### config.mk
export PLATFORM = sky130hd
export DESIGN_NAME = serial_adder
export DESIGN_NICKNAME = d
export VERILOG_FILES = /design/src/rtl/serial_adder.sv
export SDC_FILE = /design/constraint.sdc
export NUM_CORES = 1
export LEC_CHECK = 0
export ABC_AREA = 1
export CAP_MARGIN = 15
export CORE_MARGIN = 2
export CORE_UTILIZATION = 40
export DETAILED_ROUTE_END_ITERATION = 6
export PLACE_DENSITY = 0.75
export SYNTH_ARGS = -nofsm -noshare
export SYNTH_HDL_FRONTEND = slang
export SYNTH_SLANG_ARGS = --single-unit
### constraint.sdc
create_clock -name clk -period 1.3 [get_ports clk]
set_input_delay 0.26 -clock clk [delete_from_list [all_inputs] [get_ports clk]]
set_output_delay 0.26 -clock clk [all_outputs]
set_load 0.01 [all_outputs]
### src/rtl/serial_adder.sv
// -----------------------------------------------------------------------------
// serial_adder
//   Bit-serial adder: computes A+B one bit per clock, LSB first, with a single
//   1-bit full adder and a 1-bit carry register.  Three-state control FSM
//   (IDLE -> ADD for WIDTH cycles -> DONE for one cycle -> IDLE).
//
// Ports
//   clk    in   1      clock, all state changes on rising edge
//   reset  in   1      synchronous active-high reset, priority over start
//   start  in   1      begin an addition (accepted only in IDLE)
//   A, B   in   WIDTH  operands, captured on an accepted start
//   busy   out  1      high while in ADD
//   done   out  1      one-cycle pulse when S/C take a new result
//   S      out  WIDTH  sum of last completed addition (mod 2^WIDTH)
//   C      out  1      carry-out of last completed addition
// -----------------------------------------------------------------------------
module serial_adder #(
    parameter int WIDTH = 8
) (
    input  logic             clk,
    input  logic             reset,
    input  logic             start,
    input  logic [WIDTH-1:0] A,
    input  logic [WIDTH-1:0] B,
    output logic             busy,
    output logic             done,
    output logic [WIDTH-1:0] S,
    output logic             C
);

    // Counter holds values 0..WIDTH, so one bit beyond $clog2(WIDTH).
    localparam int             CW   = $clog2(WIDTH) + 1;
    localparam logic [CW-1:0]  LAST = CW'(WIDTH - 1);

    typedef enum logic [1:0] {IDLE, ADD, DONE} state_t;

    state_t           state;
    state_t           state_next;

    logic [WIDTH-1:0] a_sh;
    logic [WIDTH-1:0] b_sh;
    logic [WIDTH-1:0] res_sh;
    logic             carry;
    logic [CW-1:0]    cnt;
    logic             sum_bit;
    logic             carry_next;
    logic             last_bit;

    // Full adder built from two half adders plus an OR; returns {cout, sum}.
    function automatic logic [1:0] full_add(input logic a, input logic b, input logic cin);
        logic s1, c1, s2, c2;
        s1 = a ^ b;
        c1 = a & b;
        s2 = s1 ^ cin;
        c2 = s1 & cin;
        return {c1 | c2, s2};
    endfunction

    assign {carry_next, sum_bit} = full_add(a_sh[0], b_sh[0], carry);
    assign last_bit = (cnt == LAST);

    always_ff @(posedge clk) begin
        if (reset) begin
            state <= IDLE;
        end else begin
            state <= state_next;
        end
    end

    always_comb begin
        state_next = state;
        busy       = 1'b0;
        done       = 1'b0;
        case (state)
            IDLE: begin
                if (start) state_next = ADD;
            end
            ADD: begin
                busy = 1'b1;
                if (last_bit) state_next = DONE;
            end
            DONE: begin
                done       = 1'b1;
                state_next = IDLE;
            end
            default: state_next = IDLE;
        endcase
    end

    always_ff @(posedge clk) begin
        if (reset) begin
            a_sh   <= '0;
            b_sh   <= '0;
            res_sh <= '0;
            carry  <= 1'b0;
            cnt    <= '0;
            S      <= '0;
            C      <= 1'b0;
        end else begin
            case (state)
                IDLE: begin
                    if (start) begin
                        a_sh  <= A;
                        b_sh  <= B;
                        carry <= 1'b0;
                        cnt   <= '0;
                    end
                end
                ADD: begin
                    // Sum bits enter at the MSB so after WIDTH shifts bit 0 is the LSB.
                    res_sh <= {sum_bit, res_sh[WIDTH-1:1]};
                    a_sh   <= a_sh >> 1;
                    b_sh   <= b_sh >> 1;
                    carry  <= carry_next;
                    cnt    <= cnt + CW'(1);
                    if (last_bit) begin
                        S <= {sum_bit, res_sh[WIDTH-1:1]};
                        C <= carry_next;
                    end
                end
                default: ;
            endcase
        end
    end

endmodule

# After elaboration in Yosys (flattened, before gate mapping)
# Cells that the tools add are included.
totals:
  ff_bits: 40
  inputBits: 19
  output_inout_bits: 11
  word_cells: 37
classes:
  n_eq_ne: 5
  add_sub_neg: 1
  mux: 13
  bitwise_logic: 5
  reduce_logical: 5
op_table:
  columns: ["op", "n"]
  rows:
  - ["8-bit case mux with 2 select lines", 2]
  - ["8-bit two-way mux", 2]
  - ["4-bit case mux with 2 select lines", 1]
  - ["2-bit AND reduction", 3]
  - ["4-bit by 1-bit adder with 4-bit output, second input constant", 1]
  - ["4-bit by 3-bit equality test with 1-bit output, second input constant", 1]
  - ["2-bit two-way mux", 2]
  - ["4-bit two-way mux", 1]
  - ["2-bit inequality test, second input constant", 2]
  - ["2-bit case mux with 2 select lines", 1]
  - ["1-bit two-way mux", 3]
  - ["1-bit AND", 2]
  - ["2-bit by 1-bit equality test with 1-bit output, second input constant", 1]
  - ["2-bit equality test, second input constant", 1]
  - ["2-bit zero test", 1]
  - ["1-bit case mux with 2 select lines", 1]
  - ["2-bit nonzero test", 1]
  - ["1-bit bitwise XOR", 2]
  - ["1-bit OR", 1]

# Depth between registers and ports, before layout
depth:
  ltp_word: 4
  depth_mapped: 8
  mapped_depth_nobuf: 7

# Worst setup path before layout
# No wires, ideal clock.
synth_path:
  path_type: "flip-flop to flip-flop"
  start: "reg cnt[0]"
  end: "reg S[0]"
  arrival_ns: 1.013
  path_buffers: 0
  required_time_ns: 1.187
  setup_ns: 0.113
  path_slack_ns: 0.174
  path_stages_with_launch: 7
  synth_period_minus_slack_ns: 1.126
  cell_sequence: "dfxtp_1 ha_1 nand2_1 nor2_1 nand2_4 o21ai_1 nor2_1"
synth_between:
  elab_chain_len: 2
synth_rtl:
  columns: ["element", "line", "text"]
  rows:
  - ["start: declaration", "44", "logic [CW-1:0] cnt;"]
  - ["start signal: assignment", "115", "cnt <= cnt + CW'(1);"]
  - ["4-bit by 3-bit equality test with 1-bit output", "60", "assign last_bit = (cnt == LAST);"]
  - ["2-bit AND reduction (no source line)", null, null]
  - ["end signal: assignment", "117", "S <= {sum_bit, res_sh[WIDTH-1:1]};"]
  - ["end: declaration", "27", "output logic [WIDTH-1:0] S,"]
# No other way between the ends.
# A chain may end at the register's enable or synchronous reset.

# Worst setup path after layout
layout_path:
  start: "reg state[1]"
  end: "out busy"
layout_between:
  elab_chain_len: 2
layout_rtl:
  columns: ["element", "line", "text"]
  rows:
  - ["start: declaration", "37", "state_t state;"]
  - ["start signal: assignment", "66", "state <= state_next;"]
  - ["2-bit by 1-bit equality test with 1-bit output", "74", "case (state)"]
  - ["1-bit two-way mux", "74", null]
  - ["end: declaration", "25", "output logic busy,"]
# No other way between the ends.

==> flow_summary.yaml <==
logic_synthesis:
  yosys_warnings: 0
  synthAdderAreaFrac_pct: 2.00
  synthSimpleGateAreaFrac_pct: 31.0
  synthCells: 228
  synthMuxAreaShare_pct: 0
  synth-xor-area-share_pct: 0
  synth-seq-area-share_pct: 48.0
  ys_seq_elements: 39
  synth.avg_cell_area_um2: 7.13
  syn-cell-area_um2: 1630
  synth_compound_area_share_pct: 13.1
  synth_cell_types: 21
  synth_top_family_by_area: "simple AND/OR/NAND/NOR gates"
  syn-num-nets: 249
cells_and_area:
  mostFrequentLayoutCells: "74 x nand2_1, 47 x nor2_1, 37 x dfxtp_1, 23 x o21ai_0, 18 x clkdlybuf4s50_1"
  drive_gt1_share_pct: 12.1
  design_area_um2: 2120
  multi_input_area_um2: 758
  n_antenna_cell: 0
  layout_commonest_cell: "nand2_1"
  fillers: 376
  nets: 285
  seq_area_um2: 783
  area_growth_syn_to_layout_pct: 30.6
global_routing:
  antenna_found_initial: 0
  track_usage_pct: 17.8
  grt_pass1_vias: 1391
  grt-ovfl-total: 0
  grt_max_degree: 29
  grt_pass1_wl_mm: 6.04
pwr:
  p_comb_share_pct: 12.2
  power_density_nw_per_um2: 1330
  ir_drop_v: 0.000725
  p_clk_share_pct: 41.7
  p_seq_share_pct: 46.1
  p_int_mw: 2.19
  swShare_pct: 22.6
  netSwitchingPower_mw: 0.639
  power.leakage_nw: 0.955
drt:
  drc: 0
  firstDrtPassIters: 4
  drtAntennaViolNets: 0
  vias: 1516
  via_per_inst: 4.81
  first_iter_violations: 78
  wl_mm: 3.50
  wl_per_cell_um: 11.1
sta:
  fmax_mhz: 811
  finClkSkew_ns: 0.00370
  rsz0062_at_grt: "yes"
  setup_viol: 0
  relSlewSlack_pct: 84.7
  hold_viol: 0
  tightest_slew_ns: 0.228
  drv_slew: 0
  tns_ns: 0
  fin_crit_sh_pct: 94.9
  fin_crit_ns: 1.23
setup_path:
  cp_top_family: "flip-flops"
  start_kind: "flip-flop"
  path_class: "flip-flop to output pin"
  arrival_ns: 0.97
  path_common_cell: "inv_2"
  cp_cell_sequence: "inv_2 > nand2_2 > inv_2 > buf_2"
  slowest_stage: "dfxtp_2"
  worst-path-buf-inv: 3
  cp-end-kind: "output pin"
  crit_fanout: 3
  crit_required_ns: 1.04
  critPathMaxStageDelay_ns: 0.33
clock_tree:
  h-tree-depth: 2
  clkSlewWorstSetupHoldPaths_ns: 0.07
  insertion_delay_ns: 0.29
  post_cts_buffers: 0
  cts_tree: "built"
  clock_sinks: 39
  clockBufferDepth: 2
  tritoncts.num_buffers: 5
  hold_buffers: 0
  cts-root-buf: "clkbuf_8"
hold_path:
  min_path_type: "flip-flop to flip-flop"
die:
  die_area_um2: 4590
  design.core.area_um2: 3940
  dieHeight_um: 67.7
  initial_core_util_pct: 41.2
  die-width_um: 67.7
  rows: 23
  ios: 30
placement:
  io_buffers: 29
  place.gp.congestion: 0.765
  hpwl_mm: 2.37
  post_dp_cell_area_um2: 1990
outcome:
  status: "complete, no violations"
run:
  maxCapViolCount: 0
-- cells in the mapped netlist (all sizes together) --
cell type  count  area [um^2]
a21oi         16         87.6
buf            9         61.3
clkbuf         2         7.51
dfxtp         39          781
fa             1         20.0
ha             1         12.5
inv            7         26.3
nand2         76          295
nand3          3         15.0
nand4          1         6.26
nor2          48          188
o21ai         25          125
-- per-stage QoR --
| step | cells | util [%] | hold slack [ns] | power (mW) | setup slack (ns) |
|---|---|---|---|---|---|
| final | 315 | 53.8 | 0.465 | 2.83 | 0.0665 |
| after global routing | 315 | 53.8 | 0.491 | 2.97 | -0.0417 |
| after CTS | 315 | 53.7 | 0.466 | 2.84 | 0.0000298 |
| after detailed placement | 307 | 50.5 | 0.458 | 1.67 | -0.197 |
| after global placement | 307 | 50.5 | 0.455 | 1.66 | -0.184 |
| after floorplan | 228 | - | 0.329 | 1.54 | 0.174 |
-- final timing paths --
path	start	endpoint	slack, ns	cells after the start
min	S[6]$_SDFFE_PP0P_	S[6]$_SDFFE_PP0P_	0.46	2
max reg2reg	cnt[0]$_SDFFE_PP0P_	S[0]$_SDFFE_PP0P_	0.07	6
max	state[1]$_SDFFE_PP0P_	busy	0.07	4
min reg2reg	S[6]$_SDFFE_PP0P_	S[6]$_SDFFE_PP0P_	0.46	2
-- power groups by stage --
stage          logic [mW]  registers [mW]  clock network, mW
2_1_floorplan       0.217            1.32                  0
3_5_place_dp        0.337            1.33                  0
6_report            0.344            1.30               1.18
5_1_grt             0.396            1.31               1.26
3_3_place_gp        0.331            1.33                  0
4_1_cts             0.340            1.30               1.20
-- sequential cells by signal, indices dropped and copies added (netlist names) --
signal  flops
C           1
S           8
a_sh        8
b_sh        8
carry       1
cnt         4
res_sh      7
state       2
-- logic make-up (layout without fill, tap and decap cells) --
group / Yosys count / in the layout
flops: 39 / 39
fa+ha+maj: 2 / 2
compound gates: 41 / 41
simple gates: 128 / 128
buf+inv: 18 / 55
-- per-layer routing --
metal | global-route usage, % | wire (um) | vias up
li1 | - | - | 793
met2 | 27.1 | 1670 | 39
met5 | 0 | 0 | -
met4 | 8.16 | 78 | 0
met3 | 5.67 | 164 | 8
met1 | 22.7 | 1580 | 676
-- layout make-up --
type | count | area share [%]
clock buffer | 6 | 3.42
clock inverter | 2 | 2.83
inverter | 7 | 1.24
multi-input combinational | 171 | 35.7
sequential | 39 | 36.9
tap | 50 | 2.95
timing repair buffer | 40 | 16.9
-- tightest hold or removal path, cell delays in order, from the launching register on --
cell	delay, ns
dfxtp_1	0.31
nand2_1	0.06
a21oi_1	0.05
-- what timing repair did --
item,CTS,global route
gates resized for setup,15,8
endpoints found under the setup margin,11,25
gates cloned,0,0
Power figures use the tool's default switching activity.
